`src/rtl/seg7_display_pkg.sv`:
```
// Shared constants for the eight-digit seven-segment scanner: digit count,
// active-low segment codes {g,f,e,d,c,b,a} and the all-off enable pattern.
package seg7_display_pkg;

  localparam int NumDigits = 8;

  localparam logic [6:0] Seg0 = 7'h40;
  localparam logic [6:0] Seg1 = 7'h79;
  localparam logic [6:0] Seg2 = 7'h24;
  localparam logic [6:0] Seg3 = 7'h30;
  localparam logic [6:0] Seg4 = 7'h19;
  localparam logic [6:0] Seg5 = 7'h12;
  localparam logic [6:0] Seg6 = 7'h02;
  localparam logic [6:0] Seg7 = 7'h78;
  localparam logic [6:0] Seg8 = 7'h00;
  localparam logic [6:0] Seg9 = 7'h10;
  localparam logic [6:0] SegA = 7'h08;
  localparam logic [6:0] SegB = 7'h03;
  localparam logic [6:0] SegC = 7'h46;
  localparam logic [6:0] SegD = 7'h21;
  localparam logic [6:0] SegE = 7'h06;
  localparam logic [6:0] SegF = 7'h0E;
  localparam logic [6:0] SegBlank = 7'h7F;

  localparam logic [7:0] AnOff = 8'hFF;

endpackage

```
`src/rtl/seg7_decode.sv`:
```
// Combinational hex nibble to active-low seven-segment code.
module seg7_decode
  import seg7_display_pkg::*;
(
  input  logic [3:0] hex,
  output logic [6:0] seg
);

  always_comb begin
    seg = SegBlank;
    unique case (hex)
      4'h0: seg = Seg0;
      4'h1: seg = Seg1;
      4'h2: seg = Seg2;
      4'h3: seg = Seg3;
      4'h4: seg = Seg4;
      4'h5: seg = Seg5;
      4'h6: seg = Seg6;
      4'h7: seg = Seg7;
      4'h8: seg = Seg8;
      4'h9: seg = Seg9;
      4'hA: seg = SegA;
      4'hB: seg = SegB;
      4'hC: seg = SegC;
      4'hD: seg = SegD;
      4'hE: seg = SegE;
      4'hF: seg = SegF;
    endcase
  end

endmodule

```
`src/rtl/seg7_display.sv`:
```
// Eight-digit multiplexed seven-segment driver: holds a 32-bit value and scans
// one digit every CLK_DIV clocks, with optional leading-zero blanking.
module seg7_display
  import seg7_display_pkg::*;
#(
  parameter int unsigned CLK_DIV  = 50000,
  parameter bit          LZ_BLANK = 1'b0
) (
  input  logic        clk,
  input  logic        rst,
  input  logic [31:0] disp_data,
  input  logic        disp_load,
  output logic [7:0]  an,
  output logic [6:0]  seg,
  output logic        dp
);

  // A divide of zero behaves as divide-by-one.
  localparam int unsigned Div = (CLK_DIV == 0) ? 1 : CLK_DIV;
  localparam int unsigned PsW = (Div > 1) ? $clog2(Div) : 1;
  localparam logic [PsW-1:0] PsMax = PsW'(Div - 1);

  logic [PsW-1:0]       ps_q, ps_d;
  logic [2:0]           idx_q, idx_d;
  logic [31:0]          hold_q, hold_d;
  logic [7:0]           an_q, an_d;
  logic [6:0]           seg_q, seg_d;
  logic                 tick;
  logic [3:0]           nibble;
  logic [6:0]           dec_seg;
  logic [NumDigits-1:0] nz_upper;
  logic                 nz_acc;
  logic                 blank;

  always_comb begin
    tick   = (ps_q == PsMax);
    ps_d   = tick ? '0 : ps_q + 1'b1;
    idx_d  = tick ? idx_q + 3'd1 : idx_q;
    hold_d = disp_load ? disp_data : hold_q;
    nibble = hold_q[{idx_q, 2'b00} +: 4];
  end

  // nz_upper[i] is set when any nibble from i up to the top is non-zero.
  always_comb begin
    nz_upper = '0;
    nz_acc   = 1'b0;
    for (int i = NumDigits - 1; i >= 0; i--) begin
      nz_acc      = nz_acc | (|hold_q[4*i +: 4]);
      nz_upper[i] = nz_acc;
    end
  end

  seg7_decode u_decode (
    .hex (nibble),
    .seg (dec_seg)
  );

  always_comb begin
    blank = LZ_BLANK && (idx_q != 3'd0) && !nz_upper[idx_q];
    an_d  = ~(8'b1 << idx_q);
    seg_d = blank ? SegBlank : dec_seg;
  end

  always_ff @(posedge clk or negedge rst) begin
    if (!rst) begin
      ps_q   <= '0;
      idx_q  <= '0;
      hold_q <= '0;
      an_q   <= AnOff;
      seg_q  <= SegBlank;
    end else begin
      ps_q   <= ps_d;
      idx_q  <= idx_d;
      hold_q <= hold_d;
      an_q   <= an_d;
      seg_q  <= seg_d;
    end
  end

  assign an  = an_q;
  assign seg = seg_q;
  assign dp  = 1'b1;

endmodule

```
`config.mk`:
```
export PLATFORM = sky130hd
export DESIGN_NAME = seg7_display
export DESIGN_NICKNAME = d
export VERILOG_FILES = /design/src/rtl/seg7_display_pkg.sv /design/src/rtl/seg7_decode.sv /design/src/rtl/seg7_display.sv
export SDC_FILE = /design/constraint.sdc
export NUM_CORES = 1
export LEC_CHECK = 0
export BUFFER_PORTS_ARGS = -buffer_cell sky130_fd_sc_hd__buf_4
export CORE_MARGIN = 2
export CORE_UTILIZATION = 50
export DETAILED_ROUTE_END_ITERATION = 7
export PLACE_DENSITY = 0.76
export SLEW_MARGIN = 10
export SYNTH_ARGS = -nofsm -noshare
export SYNTH_HDL_FRONTEND = slang
export SYNTH_SLANG_ARGS = --single-unit
```
`constraint.sdc`:
```
create_clock -name clk -period 2.1 [get_ports clk]
set_input_delay 0.42 -clock clk [delete_from_list [all_inputs] [get_ports clk]]
set_output_delay 0.42 -clock clk [all_outputs]
set_load 0.02 [all_outputs]
```
==> flow_metrics.env <==
export IMPL_fin_skew_ns=0.006680
export IMPL_yosysSeqAreaShare_pct=53.87
export IMPL_swShare_pct=24.11
export IMPL_hold_violations=0
export IMPL_antennaDiodeCount=0
export IMPL_slew_headroom_pct=45.83
export IMPL_ys_top_cells_by_area="dfrtp_1, dfstp_2, mux2_2, ha_1, mux4_1"
export IMPL_vias_per_cell=5.246
export IMPL_routed_via_count=1920
export IMPL_ios=51
export IMPL_synth_fp_nets=273
export IMPL_yosys_cell_types_count=39
export IMPL_max_cap_violations=0
export IMPL_p_switching_uw=713.8
export IMPL_start_util_pct=52.06
export IMPL_peakVddDrop_uv=519.1
export IMPL_fp_dieH_microns=82.75
export IMPL_rrSetupSlack_ns=0.08
export IMPL_rsz0062_at_grt="false"
export IMPL_cts_hold_fix_buffers=0
export IMPL_seqPwrFrac_pct=47.8
export IMPL_syn_area_sq_mm=0.003100
export IMPL_async_reset_ff_share_pct=100.0
export IMPL_hp_class="input port to asynchronous set/reset pin"
export IMPL_grt_pass1_vias=1977
export IMPL_crit_type="register to register"
export IMPL_setup_viol=0
export IMPL_first_iter_violations=74
export IMPL_post_cts_repair_setup_buffers=0
export IMPL_clock_sinks=66
export IMPL_dr_pass1_iters=4
export IMPL_synth_edff_count=0
export IMPL_cts_root_buf="clkbuf_8"
export IMPL_syn2layout_area_growth_pct=23.20
export IMPL_cp_end_kind="register"
export IMPL_ys_ff_latch=66
export IMPL_grt_max_degree=67
export IMPL_synth_cells=225
export IMPL_drtAntennaViolNets=0
export IMPL_clkPwrFrac_pct=39.6
export IMPL_syn_mean_instance_area_sq_um=13.78
export IMPL_final_seq_area_sq_mm=0.001672
export IMPL_fin_area_sq_mm=0.003820
export IMPL_combPwrFrac_pct=12.6
export IMPL_dieArea_sq_mm=0.006847
export IMPL_htreeDepth=3
export IMPL_finalMaxSlewViolations=0
export IMPL_multi_input_area_sq_mm=0.001351
export IMPL_status="complete, no violations"
export IMPL_grt_pass1_wl_mm=9.501
export IMPL_placed_cell_area_sq_mm=0.003611
export IMPL_finalCritPeriodShare_pct=96.37
export IMPL_p_leak_nw=1.688
export IMPL_gp_congestion=0.8388
export IMPL_yosys_area_top_type="dfrtp_1"
export IMPL_coreArea_sq_mm=0.005956
export IMPL_layout_cells_non_filler=366
export IMPL_clkSlewWorstSetupHoldPaths_ns=0.07
export IMPL_required_ns=2.38
export IMPL_crit_arrival_ns=2.30
export IMPL_clk_latency_ns=0.35
export IMPL_nNetsFinal=334
export IMPL_clockBufferDepth=2
export IMPL_fillers=454
export IMPL_cts_tree="yes"
export IMPL_drt_total_wl_mm=5.737
export IMPL_die_width_microns=82.75
export IMPL_p_per_area_mw_per_mm2=775.0
export IMPL_portBuffers=49
export IMPL_r2r_cells=5
export IMPL_finalPower_mw=2.960
export IMPL_dp_hpwl_mm=4.032
export IMPL_cts_buffers=9
export IMPL_wl_per_cell_microns=15.67
export IMPL_route_detailed_drc=0
export IMPL_fin_crit_ns=2.024
export IMPL_worst_pin_slew_ns=0.8126
export IMPL_clock_fmax_mhz=494.1
export IMPL_dp_cells=350
export IMPL_layout_drive_gt1_share_pct=48.11
export IMPL_yosys_warnings=0
export IMPL_synth_flop_cell="dfrtp_1"
export IMPL_internal_power_mw=2.246
export IMPL_floorplan_rows=28
export IMPL_synth_top_area_share_pct=41.16
export IMPL_overflow=0
export IMPL_antenna_found_initial=0
export IMPL_start_kind="register"
export IMPL_crit_fanout=7
export IMPL_track_usage_pct=19.37
final timing paths:
check | start | to
setup reg to reg | idx_q[0]$_DFFE_PN0N_ | seg[1]$_DFF_PN1_
min in group clk | disp_data[5] | hold_q[5]$_DFFE_PN0P_
hold / removal | rst | hold_q[13]$_DFFE_PN0P_
setup / recovery | idx_q[0]$_DFFE_PN0N_ | seg[1]$_DFF_PN1_
max in group asynchronous | rst | idx_q[0]$_DFFE_PN0N_
hold reg to reg | ps_q[13]$_DFF_PN0_ | ps_q[13]$_DFF_PN0_
synth_stat cells (all sizes together), types with 5 or more instances:
master / instances
nand3: 6
inv: 10
xnor2: 6
nor2: 8
xor2: 7
nand4: 5
dfstp: 15
dfrtp: 51
ha: 13
o21ai: 6
nand2: 12
mux4: 8
buf: 8
mux2i: 10
mux2: 35
per-stage QoR:
stage / hold slack, ns / setup TNS (ns) / setup slack, ns / utilization, %
final: 0.1429 / 0 / 0.07628 / 64.14
after global routing: 0.2291 / 0 / 0.0004001 / 64.14
after detailed placement: 0.4751 / -0.08005 / -0.03157 / 60.63
after CTS: 0.1981 / 0 / 0.02765 / 64.33
after floorplan: 0.1244 / 0 / 0.009817 / -
after global placement: 0.4744 / 0 / 0.03710 / 60.63
cell families (layout without fill, tap and decap cells):
kind of cell	Yosys count	after routing	share of synthesized area, %
DFF	66	66	53.87
muxes	53	53	23.16
and+or+nand+nor	47	47	8.394
buffers and inverters	19	85	2.865
adders and majority gates	13	13	5.246
AOI/OAI and AO/OA	13	13	2.663
xor gates and xnor gates	13	13	3.672
other	1	1	0.1209
routing by layer:
| metal | GRT usage, % | vias up | part of all wire, % |
|---|---|---|---|
| li1 | - | 915 | - |
| met4 | 9.836 | 0 | 2.0 |
| met1 | 24.07 | 945 | 44 |
| met3 | 5.000 | 11 | 5.0 |
| met2 | 31.29 | 49 | 49 |
| met5 | 0 | - | 0 |
what timing repair did:
item / CTS / global route
endpoints found under the hold margin: 0 / 0
resized for setup: 1 / 6
setup endpoints to repair: 5 / 6
sequential cells by signal, indices dropped and copies added (netlist names):
signal	flops
an	8
ps_q	16
seg	7
hold_q	32
idx_q	3
layout make-up:
class	instances	share of cell area [%]
sequential	66	43.76
tap	75	2.457
timing repair buffer	59	11.69
clock buffer	10	3.341
clock inverter	6	2.391
inverter	10	0.9826
multi-input combinational	140	35.38
cell usage in the layout (no fill, tap or decap), drive strengths merged, types with 2 or more instances in the layout:
cell / n
mux2i: 10
a21oi: 2
dfrtp: 51
clkinvlp: 3
o21ai: 6
or3: 3
inv: 10
or4bb: 2
xnor2: 6
a22o: 2
xor2: 7
nand2: 12
bufinv: 2
nand4: 5
dfstp: 15
nor2: 8
nor4: 3
clkbuf: 10
nand3: 6
and3: 3
nor2b: 2
ha: 13
mux2: 35
buf: 59
mux4: 8
worst max-delay path, cell delays in order, from the launching register on:
cell and delay, ns:
dfrtp_2 0.48, buf_4 0.15, mux4_2 0.54, mux2_4 0.32, or3_1 0.36, o21ai_1 0.10
power by group through the flow:
| stage | sequential, mW | clock (mW) | combinational [mW] |
|---|---|---|---|
| global route | 1.42 | 1.25 | 0.407 |
| CTS | 1.41 | 1.19 | 0.377 |
| detailed placement | 1.44 | 0 | 0.375 |
| global placement | 1.43 | 0 | 0.366 |
| finish | 1.41 | 1.17 | 0.373 |
| floorplan | 1.45 | 0 | 0.196 |
Note: power is estimated with default switching activity, not from simulation.
